$ cat config.mk
export PLATFORM = sky130hd
export DESIGN_NAME = microsequencer
export DESIGN_NICKNAME = d
export VERILOG_FILES = /design/src/rtl/microsequencer.sv
export SDC_FILE = /design/constraint.sdc
export NUM_CORES = 1
export LEC_CHECK = 0
export CORE_UTILIZATION = 50
export CTS_BUF_LIST = sky130_fd_sc_hd__clkbuf_16
export CTS_CLUSTER_DIAMETER = 100
export DETAILED_ROUTE_END_ITERATION = 8
export PLACE_DENSITY = 0.93
export SYNTH_ARGS = -nofsm -noshare
export SYNTH_HDL_FRONTEND = slang
export SYNTH_SLANG_ARGS = --single-unit
$ cat constraint.sdc
create_clock -name clk -period 2.8 [get_ports clk]
set_input_delay 0.56 -clock clk [delete_from_list [all_inputs] [get_ports clk]]
set_output_delay 0.56 -clock clk [all_outputs]
set_load 0.05 [all_outputs]
$ cat src/rtl/microsequencer.sv
// microsequencer: next-state generator for the microprogrammed control unit.
// Selects the next control state from the microstore's select field, the
// condition tester, the opcode encoder, a one-deep call/return register and
// a memory-wait watchdog. All outputs come straight from flops.
module microsequencer #(
  parameter int STATE_W       = 7,
  parameter int FETCH_STATE   = 1,
  parameter int ILLEGAL_STATE = 5,
  parameter int TIMEOUT       = 15
) (
  input  logic               clk,
  input  logic               reset,
  input  logic [2:0]         ns_sel,
  input  logic [STATE_W-1:0] cr_addr,
  input  logic               cond,
  input  logic               inv,
  input  logic               moc,
  input  logic [5:0]         opcode,
  output logic [STATE_W-1:0] current_state,
  output logic               ret_valid,
  output logic               moc_timeout
);

  localparam int CNT_W = (TIMEOUT < 2) ? 1 : $clog2(TIMEOUT + 1);

  localparam logic [STATE_W-1:0] ST_FETCH   = STATE_W'(FETCH_STATE);
  localparam logic [STATE_W-1:0] ST_ILLEGAL = STATE_W'(ILLEGAL_STATE);
  localparam logic [CNT_W-1:0]   CNT_LIMIT  = CNT_W'(TIMEOUT - 1);

  typedef enum logic [2:0] {
    NS_INC    = 3'b000,
    NS_DECODE = 3'b001,
    NS_JUMP   = 3'b010,
    NS_BRANCH = 3'b011,
    NS_WAIT   = 3'b100,
    NS_CALL   = 3'b101,
    NS_RET    = 3'b110,
    NS_FETCH  = 3'b111
  } ns_sel_e;

  logic [STATE_W-1:0] state_q, state_d;
  logic [STATE_W-1:0] ret_q, ret_d;
  logic               ret_valid_q, ret_valid_d;
  logic [CNT_W-1:0]   wait_cnt_q, wait_cnt_d;
  logic               timeout_q, timeout_d;

  logic [STATE_W-1:0] inc;
  logic [STATE_W-1:0] enc_state;
  logic               cond_eff;

  assign inc      = state_q + STATE_W'(1);
  assign cond_eff = cond ^ inv;

  // Opcode encoder: maps IR[31:26] to the first microstate of each instruction.
  always_comb begin
    case (opcode)
      6'b000000: enc_state = STATE_W'(6);
      6'b100011: enc_state = STATE_W'(7);
      6'b101011: enc_state = STATE_W'(13);
      6'b000100: enc_state = STATE_W'(16);
      6'b001000: enc_state = STATE_W'(17);
      6'b000010: enc_state = STATE_W'(18);
      6'b001111: enc_state = STATE_W'(19);
      default:   enc_state = ST_ILLEGAL;
    endcase
  end

  // Next-state select, call/return bookkeeping and the MOC wait watchdog.
  always_comb begin
    state_d     = inc;
    ret_d       = ret_q;
    ret_valid_d = ret_valid_q;
    wait_cnt_d  = '0;
    timeout_d   = timeout_q;
    case (ns_sel_e'(ns_sel))
      NS_INC:    state_d = inc;
      NS_DECODE: state_d = enc_state;
      NS_JUMP:   state_d = cr_addr;
      NS_BRANCH: state_d = cond_eff ? cr_addr : inc;
      NS_WAIT: begin
        // moc high wins even on the edge that would otherwise time out
        if (moc) begin
          state_d = inc;
        end else if (wait_cnt_q == CNT_LIMIT) begin
          state_d   = ST_ILLEGAL;
          timeout_d = 1'b1;
        end else begin
          state_d    = state_q;
          wait_cnt_d = wait_cnt_q + CNT_W'(1);
        end
      end
      NS_CALL: begin
        // single level: a nested call simply overwrites the saved return
        ret_d       = inc;
        ret_valid_d = 1'b1;
        state_d     = cr_addr;
      end
      NS_RET: begin
        if (ret_valid_q) begin
          state_d     = ret_q;
          ret_valid_d = 1'b0;
        end else begin
          state_d = ST_ILLEGAL;
        end
      end
      NS_FETCH:  state_d = ST_FETCH;
      default:   state_d = inc;
    endcase
  end

  // Sequencer registers; synchronous reset discards all wait/call context.
  always_ff @(posedge clk) begin
    if (reset) begin
      state_q     <= '0;
      ret_q       <= '0;
      ret_valid_q <= 1'b0;
      wait_cnt_q  <= '0;
      timeout_q   <= 1'b0;
    end else begin
      state_q     <= state_d;
      ret_q       <= ret_d;
      ret_valid_q <= ret_valid_d;
      wait_cnt_q  <= wait_cnt_d;
      timeout_q   <= timeout_d;
    end
  end

  assign current_state = state_q;
  assign ret_valid     = ret_valid_q;
  assign moc_timeout   = timeout_q;

endmodule

# Word level (Yosys, flattened, before mapping)
# Index checks and enable logic that the tools add are counted.
[totals]
ff_bits = 20
[classes]
add_sub_neg = 2
n_eq_ne = 15
muxes = 7
bitwise = 3
reduce_logical = 6
[ops]
columns = ["operator", "count"]
rows = [
  ["case mux 7 bit (7 select lines)", 1],
  ["case mux 5 bit (7 select lines)", 1],
  ["two-way mux 7 bit", 4],
  ["equality test 3 bit, second input constant", 4],
  ["equality test 6 x 4 -> 1 bit, second input constant", 2],
  ["equality test 6 bit, second input constant", 2],
  ["adder 7 x 1 -> 7 bit, second input constant", 1],
  ["equality test 3 x 2 -> 1 bit, second input constant", 2],
  ["equality test 6 x 2 -> 1 bit, second input constant", 1],
  ["equality test 6 x 3 -> 1 bit, second input constant", 1],
  ["zero test 6 bit", 1],
  ["adder 4 x 1 -> 4 bit, second input constant", 1],
  ["equality test 4 bit, second input constant", 1],
  ["OR reduction 4 bit", 1],
  ["equality test 3 x 1 -> 1 bit, second input constant", 1],
  ["zero test 3 bit", 1],
  ["!= test 3 bit, second input constant", 1],
  ["AND reduction 3 bit", 1],
  ["inverter 1 bit", 2],
  ["case mux 1 bit (2 select lines)", 1],
  ["nonzero test 2 bit", 1],
  ["OR reduction 2 bit", 1],
  ["XOR 1 bit", 1],
]

# Depth between registers and ports, before layout
[depth]
depth_word = 4
depth_mapped = 8
depth_no_buf = 7

# Least setup slack after synthesis
# Ideal clock, no wire load.
[synth_timing]
kind = "reg2reg"
from = "register state_q[0], in the netlist current_state[0]"
to = "register state_q[6], in the netlist current_state[6]"
setup_time_ns = 0.086
arrival_ns = 1.709
required_ns = 2.714
slack_ns = 1.005
stages_incl_launch_ff = 7
path_buffers = 0
synth_period_minus_slack_ns = 1.795
path_cell_list = "dfxtp_1 > ha_1 > nand2_1 > nor2_1 > xor2_1 > nand2_1 > a211oi_1"
[synth_between]
elab_chain_len = 3
elab_cells_between_ends = 4
[synth_rtl]
columns = ["element", "line", "text"]
rows = [
  ["start: declaration", "41", "logic [STATE_W-1:0] state_q, state_d;"],
  ["start signal: assignment", "120", "state_q <= state_d;"],
  ["adder 7 x 1 -> 7 bit (*)", "51", "assign inc = state_q + STATE_W'(1);"],
  ["two-way mux 7 bit, on equally long branches", "82, 79", ""],
  ["case mux 7 bit (7 select lines) (*)", "75", "case (ns_sel_e'(ns_sel))"],
]
# Mark *: on every way between the ends. The rest lies on a longest branch, timed or not.
# A chain may end at the register's enable or synchronous reset.

# Worst setup path after layout
[layout_timing]
from = "input port ns_sel[0]"
to = "register state_q[0], in the netlist current_state[0]"
[layout_between]
elab_chain_len = 3
elab_cells_between_ends = 11
[layout_rtl]
columns = ["element", "line", "text"]
rows = [
  ["start: declaration", "13", "input logic [2:0] ns_sel,"],
  ["equality test 3 bit / equality test 3 x 2 -> 1 bit (equally long branches)", "75", ""],
  ["OR reduction 2 bit (no source line)", "--", ""],
  ["case mux 7 bit (7 select lines)", "75", ""],
]
# Parallel ways exist; a longest one is shown, timed or not.

==> impl_metrics.yaml <==
floorplanning:
  ios: 30
  rows: 17
  coreArea_sq_um: 2250
  initial_core_util_pct: 53.7
  die_h_um: 51.2
  die_w_um: 51.2
  dieArea_sq_um: 2620
clock_network:
  cts_num_sinks: 20
  path_clk_slew_ns: 0.06
  ctsRootBufferMaster: "clkbuf_16"
  cts-htree-levels: 1
  numCtsBuffers: 3
  cts-resized-gates: 0
  clk_latency_ns: 0.26
  cts_hold_buffers: 0
  cts_setup_buffers: 0
  cts_tree: "yes"
  clk_path_buf_depth: 2
synthesis:
  avgSynthCellArea_sq_um: 7.91
  synth.distinct_cells: 44
  synth_fp_nets: 177
  async_flop_share_pct: 0
  yosysWarnings: 0
  synth_commonest_cells: "20 x dfxtp_1, 20 x nor2_1, 19 x nand2_1"
  synth-main-ff-cell: "dfxtp_1"
  synth_area_leader_cell: "dfxtp_1"
  yosysSeqAreaShare_pct: 33.1
  synth_top_area_share_pct: 33.1
  synth_cells: 153
  synth_area_sq_um: 1210
  ys_ff_latch: 20
  synth_area_leaders: "dfxtp_1 33%, nor2_1 6.2%, nand2_1 5.9%, a21oi_1 3.7%, nor3_1 3.7%"
  synth_edf_count: 0
timing:
  rsz0062_at_grt: "no"
  final-setup-viol-count: 0
  relSlewSlack_pct: 48.6
  finalClockSkew_ns: 0.00909
  worstMarginPinSlew_ns: 0.768
  final.setup.tns_ns: 0
  min_period_ns: 2.28
  period_share_pct: 81.6
  hold_viol: 0
  fmax_mhz: 438
  slew_violations: 0
  setup_ws_ns: 0.515
grt:
  grt_pass1_vias: 1303
  grt_first_pass_wirelength_um: 5290
  grt_max_degree: 21
  antenna_found_initial: 0
  grt_usage_pct: 27.1
  grt_overflow: 0
finish:
  finalNonFillerCells: 207
  fin_nets: 204
  syn2layout_area_growth_pct: 32.4
  fill_cells: 194
  antenna_cells: 0
  drive_gt1_share_pct: 7.26
  design_area_sq_um: 1600
worst_setup_path:
  cp_max_fo: 14
  reg2reg_depth: 7
  r2r_end: "current_state[3]"
  critical_path.reg2reg.startpoint: "wait_cnt_q[0]"
  critPathCaptureType: "register"
  ff2ff_setup_slack_ns: 1.18
  worstSetupStartpointType: "primary input"
  path_class: "in -> reg"
  required_ns: 2.94
  worstPathArrival_ns: 2.43
placed_design:
  dp.cells: 203
  dp_hpwl_um: 2320
  place_area_sq_um: 1500
  place_ws_ns: 0.267
  port_buffers: 29
  gp_congestion: 0.919
route:
  wirelength_um: 3200
  wl_per_cell_um: 15.5
  routed_via_density: 5.99
  route.detailed.drc: 0
  ant_nets: 0
  firstDrtPassIters: 4
  vias: 1240
  initialDrtViolationCount: 49
min_path:
  whs_path_depth: 2
  min-delay-start: "ret_q[1]"
  hold_path.class: "reg -> reg"
  holdPathEnd: "ret_q[1]"
run:
  maxCapViolCount: 0
pwr:
  vdd_ir_drop_max_v: 0.000631
  p_per_area_nw_per_um2: 547
  leakage_nw: 0.565
status:
  status: "finished clean"
through the flow:
stage / util [%] / hold WS (ns) / power (W)
floorplan: - / 0.436 / 0.000416
CTS: 71.0 / 0.459 / 0.000872
global placement: 66.4 / 0.447 / 0.000476
global route: 71.0 / 0.478 / 0.000899
finish: 71.0 / 0.459 / 0.000876
detailed placement: 66.4 / 0.451 / 0.000480
power by group:
part / total, W / switching [W] / internal (W) / leakage, nW
clock: 0.000400 / 0.000116 / 0.000284 / 0.0511
combinational: 0.000164 / 0.0000929 / 0.0000708 / 0.351
sequential: 0.000313 / 0.0000156 / 0.000297 / 0.163
total: 0.000876 / 0.000224 / 0.000652 / 0.565
layer usage:
layer | GRT usage [%] | up-vias | share of wire (%)
met5 | 0 | - | 0
met4 | 6.48 | 0 | 0.81
met3 | 5.95 | 3 | 6.3
met2 | 53.3 | 44 | 51
met1 | 28.5 | 583 | 42
li1 | - | 610 | -
cell usage in the layout, fill, tap and decap left out, types with 2 or more instances in the layout:
master / Yosys / routed
ha_1: 3 / 3
nand2b_1: 2 / 2
clkdlybuf4s50_1: 0 / 29
dfxtp_1: 20 / 20
nand2_1: 19 / 19
a21oi_1: 9 / 9
nand3_1: 7 / 7
a31oi_1: 7 / 7
nor2_1: 20 / 20
xor2_1: 4 / 4
nor3_1: 9 / 9
clkbuf_16: 0 / 3
inv_1: 4 / 4
a211oi_1: 4 / 4
o21ai_0: 4 / 4
a221oi_1: 3 / 3
xnor2_1: 5 / 5
sequential cells by signal, indices dropped and copies added (netlist names):
signal and count:
current_state 7, ret_q 7, wait_cnt_q 4, moc_timeout 1, ret_valid 1
area by class of cell:
| cell class | count | area (sq um) | share of cell area [%] |
|---|---|---|---|
| clock inverter | 1 | 30.0 | 1.87 |
| clock buffer | 3 | 75.1 | 4.69 |
| tap | 28 | 35.0 | 2.19 |
| inverter | 5 | 18.8 | 1.17 |
| sequential | 20 | 400 | 25.0 |
| timing repair buffer | 29 | 290 | 18.1 |
| multi-input combinational | 121 | 752 | 47.0 |
critical path, cell delays in order:
cell and delay, ns:
clkdlybuf4s50_1 0.67, nor4b_4 0.44, nand2_2 0.20, o221a_1 0.16, o221a_2 0.12, a2111oi_2 0.27
worst max-delay path by stage:
stage / startpoint / end / depth (start not counted)
6_report: ns_sel[0] / current_state[0] / 6
3_3_place_gp: ns_sel[0] / current_state[0] / 6
2_1_floorplan: current_state[0] / current_state[6] / 6
3_5_place_dp: ns_sel[0] / current_state[0] / 6
5_1_grt: ns_sel[0] / current_state[1] / 6
4_1_cts: ns_sel[0] / current_state[0] / 6
logic make-up after synthesis:
family / synth area share [%]
buffers and inverters: 4.76
xor gates and xnor gates: 6.51
and+or+nand+nor: 29.1
DFF: 33.1
adders and majority gates: 3.10
AOI/OAI and AO/OA: 23.5
No activity file was read; power rests on OpenSTA's default activity.
